`src/rtl/mem_port_arbiter.sv`:
```
// -----------------------------------------------------------------------------
// mem_port_arbiter
//
// Shares one single-port synchronous SRAM between the instruction-fetch port
// (read-only) and the data load/store port, so a single memory image holds
// both program and data.
//
// At most one SRAM access is issued per cycle. The issue decision is
// combinational; read data comes back from the SRAM one cycle later and is
// routed to the port that issued it, together with a one-cycle ack pulse.
//
// Ports:
//   clk, reset          rising-edge clock, synchronous active-high reset
//   i_req/i_addr        fetch request (held until i_ack)
//   i_ack/i_rdata       fetch ack pulse and fetched word
//   d_req/d_we/d_be/    data request (held until d_ack), store flag,
//   d_addr/d_wdata      store byte enables, address, store data
//   d_ack/d_rdata       data ack pulse, load data (0 on a store ack)
//   mem_en/mem_we/      SRAM strobe, write enable, byte enables,
//   mem_be/mem_addr/    address and write data
//   mem_wdata
//   mem_rdata           SRAM read data, valid the cycle after a read strobe
//
// Build option:
//   ARB_RR_EN  when defined, ties are broken round-robin using a one-bit
//              last-winner register; otherwise data always beats fetch.
// -----------------------------------------------------------------------------
module mem_port_arbiter #(
    parameter int ADDR_W = 32,
    parameter int DATA_W = 32
) (
    input  logic                  clk,
    input  logic                  reset,
    // instruction-fetch port
    input  logic                  i_req,
    input  logic [ADDR_W-1:0]     i_addr,
    output logic                  i_ack,
    output logic [DATA_W-1:0]     i_rdata,
    // data port
    input  logic                  d_req,
    input  logic                  d_we,
    input  logic [DATA_W/8-1:0]   d_be,
    input  logic [ADDR_W-1:0]     d_addr,
    input  logic [DATA_W-1:0]     d_wdata,
    output logic                  d_ack,
    output logic [DATA_W-1:0]     d_rdata,
    // SRAM port
    output logic                  mem_en,
    output logic                  mem_we,
    output logic [DATA_W/8-1:0]   mem_be,
    output logic [ADDR_W-1:0]     mem_addr,
    output logic [DATA_W-1:0]     mem_wdata,
    input  logic [DATA_W-1:0]     mem_rdata
);

    localparam int BE_W = DATA_W / 8;

    // Owner of the access issued in the previous cycle (i.e. whose response
    // is on mem_rdata this cycle).
    localparam logic [1:0] OWN_NONE = 2'd0;
    localparam logic [1:0] OWN_I    = 2'd1;
    localparam logic [1:0] OWN_D    = 2'd2;

    logic [1:0] r_owner;
    logic [1:0] w_owner_next;
    logic       r_d_store;      // outstanding data access is a store

    logic w_i_elig;
    logic w_d_elig;
    logic w_issue_i;
    logic w_issue_d;
    logic w_prio_d;             // data wins a tie this cycle

    // A port whose response is due this cycle still has its req high for
    // the old transaction, so it must not be issued again. Reset blocks
    // every issue.
    assign w_i_elig  = !reset && i_req && (r_owner != OWN_I);
    assign w_d_elig  = !reset && d_req && (r_owner != OWN_D);
    assign w_issue_d = w_d_elig && (!w_i_elig || w_prio_d);
    assign w_issue_i = w_i_elig && !w_issue_d;

`ifdef ARB_RR_EN
    // 1 = data won the most recent issue. Resets to "fetch won" so the
    // first tie goes to data.
    logic r_last_d;

    assign w_prio_d = !r_last_d;

    always_ff @(posedge clk) begin
        if (reset) begin
            r_last_d <= 1'b0;
        end else if (w_issue_i || w_issue_d) begin
            r_last_d <= w_issue_d;
        end
    end
`else
    assign w_prio_d = 1'b1;
`endif

    // ---------------------------------------------------------------------
    // Owner state register
    // ---------------------------------------------------------------------
    always_ff @(posedge clk) begin
        if (reset) begin
            r_owner <= OWN_NONE;
        end else begin
            r_owner <= w_owner_next;
        end
    end

    // Remember whether the data access was a store so its ack returns 0.
    always_ff @(posedge clk) begin
        if (reset) begin
            r_d_store <= 1'b0;
        end else if (w_issue_d) begin
            r_d_store <= d_we;
        end
    end

    // ---------------------------------------------------------------------
    // Next-state logic: owner lasts exactly one cycle after the issue.
    // ---------------------------------------------------------------------
    always_comb begin
        w_owner_next = OWN_NONE;
        if (w_issue_d) begin
            w_owner_next = OWN_D;
        end else if (w_issue_i) begin
            w_owner_next = OWN_I;
        end
    end

    // ---------------------------------------------------------------------
    // Output logic: SRAM request and response routing
    // ---------------------------------------------------------------------
    always_comb begin
        mem_en    = 1'b0;
        mem_we    = 1'b0;
        mem_be    = '0;
        mem_addr  = '0;
        mem_wdata = '0;
        if (w_issue_d) begin
            mem_en   = 1'b1;
            mem_we   = d_we;
            mem_addr = d_addr;
            if (d_we) begin
                mem_be    = d_be;
                mem_wdata = d_wdata;
            end else begin
                mem_be    = {BE_W{1'b1}};
            end
        end else if (w_issue_i) begin
            mem_en   = 1'b1;
            mem_be   = {BE_W{1'b1}};
            mem_addr = i_addr;
        end
    end

    // The owner register only clears at the reset edge, so the response
    // must also be suppressed combinationally while reset is high.
    always_comb begin
        i_ack   = 1'b0;
        i_rdata = '0;
        d_ack   = 1'b0;
        d_rdata = '0;
        if (!reset) begin
            if (r_owner == OWN_I) begin
                i_ack   = 1'b1;
                i_rdata = mem_rdata;
            end
            if (r_owner == OWN_D) begin
                d_ack = 1'b1;
                if (!r_d_store) begin
                    d_rdata = mem_rdata;
                end
            end
        end
    end

endmodule

```
`config.mk`:
```
export PLATFORM = sky130hd
export DESIGN_NAME = mem_port_arbiter
export DESIGN_NICKNAME = d
export VERILOG_FILES = /design/src/rtl/mem_port_arbiter.sv
export SDC_FILE = /design/constraint.sdc
export NUM_CORES = 1
export LEC_CHECK = 0
export ABC_AREA = 1
export CAP_MARGIN = 10
export CORE_AREA = 2 2 107 109
export CTS_CLUSTER_DIAMETER = 120
export DETAILED_ROUTE_END_ITERATION = 7
export DIE_AREA = 0 0 109 111
export PLACE_DENSITY = 0.57
export REMOVE_ABC_BUFFERS = 1
export SLEW_MARGIN = 10
export SYNTH_ARGS = -nofsm -noshare
export SYNTH_HDL_FRONTEND = slang
export SYNTH_SLANG_ARGS = --single-unit
```
`constraint.sdc`:
```
create_clock -name clk -period 1.1 [get_ports clk]
set_clock_uncertainty 0.1 [all_clocks]
set_input_delay 0.11 -clock clk [delete_from_list [all_inputs] [get_ports clk]]
set_output_delay 0.11 -clock clk [all_outputs]
set_load 0.05 [all_outputs]
```
== Yosys cells after proc, flatten, opt, wreduce, memory -nomap -nowiden ==
Cells that the tools add are included.

* Bits in registers: 3
* Input port bits: 137
* Output and inout bits: 136

* Eq/ne operators: 4
* Mux-type cells: 21
* Reductions and logical operators: 8

{| class="wikitable"
|+ Operator list
! operator !! count
|-
| $mux 32 || 9
|-
| $mux 4 || 3
|-
| $mux 1 || 8
|-
| $logic_and 1x1->1 || 5
|-
| $eq 2x1->1 const B || 1
|-
| $eq 2x2->1 const B || 1
|-
| $logic_not 1->1 || 2
|-
| $mux 2 || 1
|-
| $ne 2x1->1 const B || 1
|-
| $ne 2x2->1 const B || 1
|-
| $reduce_or 2->1 || 1
|}

== Logic depth before layout (Yosys ltp) ==
* Depth after elaboration: 7
* Mapped depth: 7
* Depth with buffers taken out: 6

== Least setup slack after synthesis ==
OpenSTA, ideal clock, no wires.

* Kind: register to output
* Start point: register r_owner[0]
* End point: output port d_rdata[10]
* Arrival: 1.950 ns
* Setup slack: -1.060 ns
* Cell stages (with the launch flop): 7
* Path buffers: 1
* Path through: dfxtp_1 -> inv_1 -> nand2_1 -> nor2_2 -> nand2_1 -> buf_2 -> nor2_1

* Cells in the longest elaborated chain, start to end: 3

{| class="wikitable"
|+ Ends and longest elaborated chain
! element !! line !! RTL
|-
| from (decl) || 64 || <nowiki>logic [1:0] r_owner;</nowiki>
|-
| from (signal assigned) || 107 || <nowiki>r_owner <= w_owner_next;</nowiki>
|-
| $eq 2x2->1 || 170 || <nowiki>if (r_owner == OWN_D) begin</nowiki>
|-
| $mux 32 || 170 ||
|-
| $mux 32 || 165 || <nowiki>if (!reset) begin</nowiki>
|-
| to (decl) || 46 || <nowiki>output logic [DATA_W-1:0] d_rdata,</nowiki>
|}

Every way passes these cells.

== Final worst setup path ==
* Start point: register r_owner[0]
* End point: output port i_rdata[29]

* Cells in the longest elaborated chain, start to end: 3

{| class="wikitable"
|+ Ends and longest elaborated chain
! element !! line !! RTL
|-
| $eq 2x1->1 || 166 || <nowiki>if (r_owner == OWN_I) begin</nowiki>
|-
| $mux 32 || 166 ||
|-
| $mux 32 || 165 ||
|-
| to (decl) || 38 || <nowiki>output logic [DATA_W-1:0] i_rdata,</nowiki>
|}

Every way passes these cells.

==> summary.txt <==
post-route ant nets - 0
Initial Utilization - 12.2%
Startpoint Class - register
Leakage - 3.02 nW
synth top area cells - nand2_1, nor2_1, nand3_1, inv_1, buf_2
Int Power - 0.00219 W
area fraction of the dominant cell type after synthesis - 28.7%
power share of the clock group - 15.0%
CTS tree - built
busiest grt layer - met2
RSZ-0062 raised after global routing - true
layout overhead on the synthesized area - 453%
R2R Setup Slk - -170 ps
grt met1 use - 19.2%
number of global-route vias before repair - 3478
most used cell, CP - nor2_4
dpl cell area - 5670 um^2
post-synthesis instance total - 314
clk_lat worst skew - 220 ps
placed insts - 726
crit end category - output port
met3 Use GR - 7.00%
sequential fraction of the synthesis area - 4.46%
Post-CTS Hold Buffers - 0
Final Hold Violating Endpoints - 0
WL per Instance - 16.2 um
hold path cells - 3
GRT Residual Overflow - 0
source of the worst hold timing path - reset
ant diodes - 0
GPL Wtd Cong - 0.803
vias per cell - 4.26
clock slew at reported path FFs - 30 ps
min cycle time layout - 1790 ps
WHS Endpoint - r_d_store$_SDFFE_PP0P_
kind of critical path - register to output port
yosys warns - 0
Synth cell types - 15
htree depth - 1
power consumption - 0.00387 W
num rows - 39
1st-pass router iterations - 4
Max Cap Violations - 0
Finished Cell Area - 7440 um^2
period utilisation layout - 163%
Net Sw Frac - 43.5%
FF-to-FF Start - r_owner[0]$_SDFF_PP0_
Worst-Margin Slew - 267 ps
Synth Register Bits - 3
CTS Sinks - 3
violated checks - negative setup slack
syn avg cell area - 4.29 um^2
CP top delay family - buffers and inverters
I/O pins - 273
first-pass GRT wire length - 18200 um
worst setup path start - r_owner[0]$_SDFF_PP0_
max_slew headroom - 82.2%
CP bufs+invs - 5
VDD IR max - 0.000539 V
dpl hpwl - 8090 um
Via Count - 3237
CP peak stage delay - 310 ps
slowest stage cell, crit path - dfxtp_2
# fillers - 779
Mapped Area - 1350 um^2
DRC violation count after routing - 0
area leader, netlist - nand2_1
final worst slack - -690 ps
type of the tightest min-delay check - input port to register
Die Width - 109 um
Initial DRC Count - 91
die area - 12100 um^2
die height - 111 um
Flop pwr share - 3.1%
Worst Reg-to-Reg Cells - 8
initial antenna violation count - 0
Net Sw Power - 0.00168 W
share of cells above drive strength 1 - 57.8%
Finished Layout Cells - 759
cells along the critical path - inv_2, buf_6, nor2_4, buf_4, nand2_4, bufbuf_16, nor2_4, buf_12
IO buf count - 272
clk root buf - clkbuf_16
met2 GRT Util - 37.0%
CTS Buf Count - 3
Setup-failing EPs final - 138
nets@finish - 754
worst-path fanout max - 5
Max Slew Vio Count - 0
core area - 11100 um^2
outcome - finished, violations left
buffer depth of the longest clock path - 2
logic gate share of total power - 81.9%
All-Layer GR Usage - 19.1%
Worst Path Arrival - 1580 ps
fmax - 0.559 GHz
RR Endpoint - r_owner[0]$_SDFF_PP0_
Critical Path RT - 890 ps
largest net degree at the start of global routing - 27
power per cell area - 520 nW/um^2
DRT Wirelength - 12300 um
## state kept, by name (all words and copies together) (netlist names)
signal and cells:
r_d_store 1, r_owner 2
## metal layers
metal | up-vias | share of wire [%]
met3 | 15 | 11
met1 | 1507 | 31
met4 | 0 | 1.5
li1 | 1538 | -
met5 | - | 0
met2 | 177 | 56
## repair_timing
action,in CTS,in global routing
buffers inserted,10,2
setup endpoints to repair,138,139
gates cloned,12,5
pin swaps,8,6
gates resized for setup,282,40
## layout make-up
cell class                 instances  area [um^2]  area share, %
tap                              143          179           2.41
timing repair buffer             320         4920           66.1
multi-input combinational        247         2030           27.2
sequential                         3         62.6          0.841
inverter                          42          175           2.35
clock buffer                       4         78.8           1.06
## stage by stage
step | worst slack (ps) | hold slack (ps) | TNS (ps) | utilization (%)
3_5_place_dp | -730 | 359 | -83950 | 51.2
3_3_place_gp | -711 | 355 | -81630 | 51.2
4_1_cts | -679 | 301 | -76480 | 64.2
5_1_grt | -755 | 325 | -86330 | 67.2
2_1_floorplan | -1410 | 79.1 | -143060 | -
6_report | -690 | 308 | -78210 | 67.2
## kinds of logic after synthesis
family,share of synthesized area [%]
simple gates,71.6
buf+inv,22.1
compound gates,1.86
flops,4.46
## worst register-to-register path, delay by kind of cell (launching register included)
kind	cells	cell delay [ps]
DFF	1	310
buffers and inverters	5	490
and+or+nand+nor	3	250
## power groups by stage
| stage | Clock [W] | Combinational, W | Sequential, W |
|---|---|---|---|
| 2_1_floorplan | 0 | 0.000956 | 0.000119 |
| 3_3_place_gp | 0 | 0.00247 | 0.000119 |
| 3_5_place_dp | 0 | 0.00250 | 0.000120 |
| 4_1_cts | 0.000590 | 0.00303 | 0.000120 |
| 5_1_grt | 0.000599 | 0.00330 | 0.000121 |
| 6_report | 0.000581 | 0.00317 | 0.000120 |
## Yosys cell counts
master and count:
buf_2 13, nand3_1 33, nor2_1 100, clkbuf_1 3
inv_2 1, dfxtp_1 3, nor2_2 3, nor2_4 1
buf_4 4, o21ai_0 4, inv_1 41, nand2_1 103
nand2_2 1, buf_6 3, a21oi_1 1
## worst max-delay path by stage
| stage | endpoint | slack (ps) | cells after the start |
|---|---|---|---|
| after floorplan | d_rdata[0] | -1410 | 5 |
| after global placement | mem_addr[16] | -710 | 9 |
| after detailed placement | mem_addr[16] | -730 | 7 |
| after CTS | mem_addr[30] | -680 | 9 |
| after global routing | i_rdata[29] | -750 | 8 |
| final | i_rdata[29] | -690 | 8 |
## layout by cell type, fill, tap and decap left out, types with 9 or more instances in the layout
cell / n
buf_12: 145
nand3_1: 17
buf_4: 12
inv_1: 36
nand3_2: 14
buf_16: 9
clkdlybuf4s50_1: 133
nand2_2: 33
buf_6: 11
nand2_1: 64
nor2_4: 100
No activity file was read; power rests on OpenSTA's default activity.
